==> config.mk <==
export PLATFORM = sky130hd
export DESIGN_NAME = fifo_stream_reader
export DESIGN_NICKNAME = d
export VERILOG_FILES = /design/src/rtl/fifo_stream_reader.sv
export SDC_FILE = /design/constraint.sdc
export NUM_CORES = 1
export LEC_CHECK = 0
export CAP_MARGIN = 20
export CORE_MARGIN = 8
export CORE_UTILIZATION = 45
export CTS_BUF_LIST = sky130_fd_sc_hd__clkbuf_8
export CTS_CLUSTER_SIZE = 10
export DETAILED_ROUTE_END_ITERATION = 8
export GPL_TIMING_DRIVEN = 0
export PLACE_DENSITY = 0.75
export SYNTH_ARGS = -nofsm -noshare
export SYNTH_HDL_FRONTEND = slang
export SYNTH_SLANG_ARGS = --single-unit
export TNS_END_PERCENT = 100
==> constraint.sdc <==
create_clock -name rd_clk -period 2.7 [get_ports rd_clk]
set_input_delay 0.27 -clock rd_clk [delete_from_list [all_inputs] [get_ports rd_clk]]
set_output_delay 0.27 -clock rd_clk [all_outputs]
set_load 0.005 [all_outputs]
==> src/rtl/fifo_stream_reader.sv <==
// Pops a FIFO read port into a 2-entry buffer and emits a valid/ready stream framed by out_last every PKT_LEN words.
// Pop to out_valid takes 2 cycles; a stalled output holds its word and at most 2 pops are outstanding.
module fifo_stream_reader #(
  parameter int WIDTH     = 32,
  parameter int PKT_LEN   = 8,
  parameter int CNT_WIDTH = 16
) (
  input  logic                 rd_clk,
  input  logic                 rd_reset,
  input  logic                 enable,
  input  logic                 fifo_empty,
  output logic                 fifo_rd_en,
  input  logic [WIDTH-1:0]     fifo_data,
  output logic                 out_valid,
  input  logic                 out_ready,
  output logic [WIDTH-1:0]     out_data,
  output logic                 out_last,
  output logic [CNT_WIDTH-1:0] word_count
);

  localparam int POS_W = (PKT_LEN > 1) ? $clog2(PKT_LEN) : 1;
  localparam logic [POS_W-1:0] POS_LAST = POS_W'(PKT_LEN - 1);

  logic [1:0]           count_q, count_d;
  logic                 inflight_q;
  logic                 head_q, head_d;
  logic                 tail_q, tail_d;
  logic [WIDTH-1:0]     buf_q [2];
  logic [WIDTH-1:0]     buf_d [2];
  logic [POS_W-1:0]     pos_q, pos_d;
  logic [CNT_WIDTH-1:0] wc_q, wc_d;
  logic                 xfer;
  logic [2:0]           occ;

  assign out_valid  = (count_q != 2'd0);
  assign xfer       = out_valid & out_ready;
  // Occupancy after this cycle: buffered + in flight, less the word leaving now.
  assign occ        = {1'b0, count_q} + {2'b00, inflight_q} - {2'b00, xfer};
  assign fifo_rd_en = ~rd_reset & enable & ~fifo_empty & (occ < 3'd2);
  assign out_data   = buf_q[head_q];
  assign out_last   = out_valid & (pos_q == POS_LAST);
  assign word_count = wc_q;

  always_comb begin
    head_d  = head_q;
    tail_d  = tail_q;
    buf_d   = buf_q;
    pos_d   = pos_q;
    wc_d    = wc_q;
    count_d = occ[1:0];
    if (inflight_q) begin
      buf_d[tail_q] = fifo_data;
      tail_d        = ~tail_q;
    end
    if (xfer) begin
      head_d = ~head_q;
      wc_d   = wc_q + CNT_WIDTH'(1);
      pos_d  = (pos_q == POS_LAST) ? '0 : pos_q + POS_W'(1);
    end
  end

  always_ff @(posedge rd_clk or posedge rd_reset) begin
    if (rd_reset) begin
      count_q    <= 2'd0;
      inflight_q <= 1'b0;
      head_q     <= 1'b0;
      tail_q     <= 1'b0;
      buf_q[0]   <= '0;
      buf_q[1]   <= '0;
      pos_q      <= '0;
      wc_q       <= '0;
    end else begin
      count_q    <= count_d;
      inflight_q <= fifo_rd_en;
      head_q     <= head_d;
      tail_q     <= tail_d;
      buf_q[0]   <= buf_d[0];
      buf_q[1]   <= buf_d[1];
      pos_q      <= pos_d;
      wc_q       <= wc_d;
    end
  end

endmodule

[Word-level counts from Yosys, hierarchy flattened]
Index checks and enable logic that the tools add are counted.
Word-level totals
  register bits: 88
Cells by class
  equal/unequal tests: 1
  $add $sub $neg: 4
  bitwise operators: 11
  $lt $le $gt $ge: 4
  multiplexer cells: 7
  reductions and logical operators: 2
Operators by type and width (count)
  32-bit 2-to-1 mux: 4
  64-bit bitwise mux: 1
  32-bit demux with 1-bit select: 1
  16-bit by 1-bit adder with 16-bit output (second input constant): 1
  1-bit bitwise AND: 5
  2-bit >= comparator (second input constant): 2
  1-bit NOT: 4
  1-bit NOT with 2-bit output: 2
  2-bit by 1-bit adder with 3-bit output: 1
  3-bit by 1-bit adder with 3-bit output (second input constant): 1
  3-bit equality test (second input constant): 1
  3-bit by 2-bit < comparator with 1-bit output (second input constant): 1
  3-bit 2-to-1 mux: 1
  3-bit by 1-bit subtractor with 3-bit output: 1
  2-bit by 1-bit < comparator with 1-bit output (second input constant): 1
  2-bit nonzero test: 1
  1-bit logical AND: 1

[Longest topological paths before layout]
  depth in word-level cells: 6
  depth in mapped cells: 9
  mapped depth without buffers: 9

[Worst setup path before layout]
OpenSTA, ideal clock, no wires.
  kind: input port to output port
  from: input rd_reset
  to: output fifo_rd_en
  setup slack: -0.141 ns
  arrival: 2.571 ns
  path buffers: 0
  required time: 2.430 ns
  stages: 2
  cell sequence: inv_1 -> and4_1
On the way
  longest elaborated chain between the ends: 4
Ends and longest elaborated chain
  start: declaration: RTL line 9  | input logic rd_reset,
  1-bit NOT: RTL line 39  | assign fifo_rd_en = ~rd_reset & enable & ~fifo_empty & (occ < 3'd2);
  1-bit bitwise AND (3 in series): RTL line 39
  end: declaration: RTL line 12  | output logic fifo_rd_en,
Every way passes these cells.

[Worst setup path in the final report]
  from: register count_q[0]
  to: output fifo_rd_en
On the way
  longest elaborated chain between the ends: 5
Ends and longest elaborated chain
  start: declaration: RTL line 24  | logic [1:0] count_q, count_d;
  start signal: assignment: RTL line 73  | count_q <= count_d;
  2-bit nonzero test: RTL line 35  | assign out_valid = (count_q != 2'd0);
  1-bit bitwise AND: RTL line 36  | assign xfer = out_valid & out_ready;
  net xfer: RTL line 32  | logic xfer;
  3-bit by 1-bit subtractor with 3-bit output: RTL line 38  | assign occ = {1'b0, count_q} + {2'b00, inflight_q} - {2'b00, xfer};
  3-bit by 2-bit < comparator with 1-bit output: RTL line 39
  1-bit bitwise AND: RTL line 39
The timed path passes the listed nets, and every way through them passes these cells.

==> impl_metrics.sql <==
INSERT INTO impl_metrics (metric_group, metric, value, unit) VALUES
('die', 'initial_core_util', '45.7', '%'),
('synth', 'postSynthNetCount', '311', ''),
('drt', 'detail_route.drc_violations', '0', ''),
('drt', 'firstDrtPassIters', '4', ''),
('drt', 'remaining_antenna_violation_count_after_routing', '0', ''),
('synth', 'synth.lib_cells_used.distinct', '32', ''),
('critical_path', 'setup.reg_to_reg.worst_slack', '0.53', 'ns'),
('cts', 'clk_path_buf_depth', '2', ''),
('timing', 'max_slew_violation_count', '0', ''),
('power_and_ir_drop', 'p_int', '4280', 'uW'),
('layout', 'antenna_cells_inserted', '0', ''),
('layout', 'drive_above_1_share', '38.7', '%'),
('drt', 'first_iter_violations', '78', ''),
('drt', 'wl', '8030', 'um'),
('grt', 'grt_max_degree', '40', ''),
('placed_design', 'place.port_buffers', '87', ''),
('cts', 'post_cts_hold_buffer_count', '0', ''),
('grt', 'grt_antenna_before_repair', '0', ''),
('hold_path', 'path_category_of_the_worst_min_delay_check', 'in2async', ''),
('synth', 'synth_area_per_cell', '14.7', 'um2'),
('timing', 'clock.fmax', '0.371', 'GHz'),
('cts', 'number_of_cts_inserted_buffers', '9', ''),
('drt', 'routed_via_density', '4.97', ''),
('run_status', 'run_status', 'finished, final reports clean', ''),
('critical_path', 'setup.worst_path.end_class', 'output pin', ''),
('cts', 'max_h_tree_level', '3', ''),
('cts', 'cts.clk_slew.worst_paths', '0.09', 'ns'),
('die', 'rows', '34', ''),
('cts', 'cts_tree', 'yes', ''),
('timing', 'slew_worst_pin', '0.410', 'ns'),
('cts', 'root_buffer', 'sky130_fd_sc_hd__clkbuf_8', ''),
('layout', 'final_core_util', '61.8', '%'),
('synth', 'netlist_area', '3930', 'um2'),
('critical_path', 'r2r_cells', '10', ''),
('grt', 'grt_use_total', '13.9', '%'),
('synth', 'synth_largest_type_area_fraction', '56.1', '%'),
('synth', 'ys_warn_count', '0', ''),
('power_and_ir_drop', 'comb_power_share', '43.8', '%'),
('critical_path', 'arrival', '2.42', 'ns'),
('grt', 'grt_pass1_wl', '13000', 'um'),
('critical_path', 'path_class', 'reg2out', ''),
('timing', 'rsz_0062_raised_after_global_routing', 'true', ''),
('timing', 'finClkSkew', '0.0106', 'ns'),
('critical_path', 'endpoint_of_the_most_critical_register_to_register_path', 'inflight_q', ''),
('grt', 'first_global_vias', '2539', ''),
('timing', 'post-route-period-util', '99.8', '%'),
('layout', 'final_nets', '420', ''),
('synth', 'postSynthRegisterBits', '88', ''),
('placed_design', 'gp_congestion', '0.732', ''),
('die', 'die-area', '12000', 'um2'),
('power_and_ir_drop', 'p_switching', '1640', 'uW'),
('critical_path', 'timing.critical_path.fanout_max', '2', ''),
('timing', 'final-hold-violation-count', '0', ''),
('timing', 'final_period_minus_worst_setup_slack', '2.69', 'ns'),
('grt', 'grt-ovfl-total', '0', ''),
('timing', 'hold_ws', '0.261', 'ns'),
('cts', 'clkLatencyLatePin', '0.35', 'ns'),
('power_and_ir_drop', 'flop_pwr_share', '37.9', '%'),
('critical_path', 'timing.critical_path.from_type', 'flip-flop', ''),
('layout', 'syn_to_final_growth', '35.2', '%'),
('die', 'die-width', '109', 'um'),
('critical_path', 'cp_data_required_time', '2.43', 'ns'),
('drt', 'routed_wire_length_per_instance', '16.4', 'um'),
('synth', 'synth_seq_area_share', '56.1', '%'),
('die', 'die_y', '109', 'um'),
('timing', 'relSlewSlack', '72.6', '%'),
('job', 'max-cap-violations', '0', ''),
('power_and_ir_drop', 'swShare', '27.6', '%'),
('cts', 'clock-sinks', '88', ''),
('synth', 'synth_cells', '268', ''),
('critical_path', 'timing.rr.start', 'count_q[0]', ''),
('critical_path', 'crit_path_end', 'fifo_rd_en', ''),
('synth', 'netlist.top_cell.by_area', 'sky130_fd_sc_hd__dfrtp_1', ''),
('power_and_ir_drop', 'power.ir.vdd_worst', '0.794', 'mV'),
('power_and_ir_drop', 'power-per-cell-area', '1120', 'nW/um2'),
('power_and_ir_drop', 'clock_power_share', '18.4', '%'),
('power_and_ir_drop', 'total_leakage_power', '0.00231', 'uW'),
('timing', 'final-setup-viol-count', '0', ''),
('placed_design', 'dp_hpwl', '5640', 'um'),
('die', 'coreArea', '8590', 'um2'),
('drt', 'route.vias.total', '2435', ''),
('die', 'io_pins', '88', ''),
('synth', 'synthTopCellsByArea', 'sky130_fd_sc_hd__dfrtp_1, sky130_fd_sc_hd__mux2_2, sky130_fd_sc_hd__xnor2_1, sky130_fd_sc_hd__nand4_4, sky130_fd_sc_hd__ha_1', ''),
('critical_path', 'worstSetupStartpoint', 'count_q[0]', '');
-- state kept, by name (all words and copies together) (netlist names) --
register    count
count_q         2
buf_q          64
tail_q          1
word_count     16
head_q          1
pos_q           3
inflight_q      1
-- worst max-delay path: stages (launching register included) --
cell and delay [ns]:
sky130_fd_sc_hd__dfrtp_1 0.38, sky130_fd_sc_hd__or2_4 0.28, sky130_fd_sc_hd__nand2_8 0.08, sky130_fd_sc_hd__inv_8 0.03
sky130_fd_sc_hd__ha_4 0.24, sky130_fd_sc_hd__inv_2 0.04, sky130_fd_sc_hd__ha_4 0.14, sky130_fd_sc_hd__fa_1 0.38
sky130_fd_sc_hd__xor2_1 0.17, sky130_fd_sc_hd__and4_1 0.23, sky130_fd_sc_hd__buf_2 0.12
-- cells by family after synthesis --
family          share of synthesized area (%)
mux                                      27.5
flops                                    56.1
simple gates                             7.36
buf+inv                                  2.49
xor+xnor                                 4.21
fa+ha+maj                                2.10
compound gates                          0.223
-- stage by stage --
| step | setup WS [ns] | instance area [um2] | std cells | power, uW | TNS (ns) |
|---|---|---|---|---|---|
| global route | -0.0950 | 5310 | 490 | 6310 | -0.0950 |
| detailed placement | -0.293 | 4980 | 465 | 4780 | -0.293 |
| CTS | -0.0240 | 5290 | 487 | 5970 | -0.0240 |
| floorplan | 0.388 | 3930 | 268 | 3540 | 0 |
| global placement | -1.20 | 4940 | 463 | 4700 | -1.81 |
| finish | 0.00657 | 5310 | 490 | 5920 | 0 |
-- worst min path at each step --
stage | from | endpoint | slack [ns] | depth (start not counted)
finish | rd_reset | word_count[13] | 0.26 | 2
global placement | word_count[15] | word_count[15] | 0.46 | 1
detailed placement | pos_q[1] | pos_q[1] | 0.47 | 2
global route | rd_reset | word_count[15] | 0.27 | 2
CTS | rd_reset | word_count[14] | 0.26 | 2
floorplan | fifo_data[20] | buf_q[52] | 0.40 | 1
-- timing repair --
item | in CTS | in global routing
buffers inserted | 6 | 3
pin swaps | 5 | 4
endpoints found under the setup margin | 1 | 1
endpoints found under the hold margin | 0 | 0
resized for setup | 8 | 0
-- synth_stat cells, drive strengths merged --
cell type  instances
a21o               1
nand3              3
nor3               3
nor2               4
mux2              96
nand3b             1
buf               10
or2                1
ha                 5
nand4              5
nand2             16
fa                 1
clkbuf             2
inv                7
and4               1
dfrtp             88
xor2               7
nand2b             2
xnor2             11
and3               2
and2               2
-- layout by cell type (no fill, tap or decap), types with 2 or more instances in the layout --
master / n
sky130_fd_sc_hd__clkdlybuf4s50_1: 86
sky130_fd_sc_hd__clkbuf_8: 10
sky130_fd_sc_hd__xor2_1: 7
sky130_fd_sc_hd__clkbuf_1: 2
sky130_fd_sc_hd__nand3_1: 3
sky130_fd_sc_hd__mux2_1: 2
sky130_fd_sc_hd__inv_1: 5
sky130_fd_sc_hd__xnor2_1: 10
sky130_fd_sc_hd__nand2_1: 15
sky130_fd_sc_hd__buf_2: 10
sky130_fd_sc_hd__bufinv_16: 3
sky130_fd_sc_hd__buf_12: 2
sky130_fd_sc_hd__nor2_1: 4
sky130_fd_sc_hd__buf_4: 9
sky130_fd_sc_hd__nand2b_1: 2
sky130_fd_sc_hd__ha_1: 3
sky130_fd_sc_hd__nand4_4: 3
sky130_fd_sc_hd__dfrtp_1: 88
sky130_fd_sc_hd__mux2_2: 94
sky130_fd_sc_hd__ha_4: 2
-- area by class of cell --
class	instances	area, um2
fill	688	3280
sequential	88	2200
multi-input combinational	161	1650
timing repair buffer	98	973
clock buffer	10	138
tap	108	135
clock inverter	6	108
buffer	12	63.8
inverter	7	37.5
-- layer usage --
metal | up-vias | share of wire, % | track usage [%]
met2 | 51 | 49 | 22.4
li1 | 1148 | - | -
met5 | - | 0 | 0
met4 | 0 | 1.2 | 4.63
met3 | 7 | 5.3 | 4.16
met1 | 1229 | 45 | 17.5
-- power by group through the flow --
stage / Combinational (uW) / Clock (uW) / Sequential, uW
4_1_cts: 2600 / 1120 / 2250
2_1_floorplan: 1360 / 0 / 2190
5_1_grt: 2810 / 1170 / 2330
6_report: 2590 / 1090 / 2240
3_3_place_gp: 2460 / 0 / 2240
3_5_place_dp: 2510 / 0 / 2270
No activity file was read; power rests on OpenSTA's default activity.
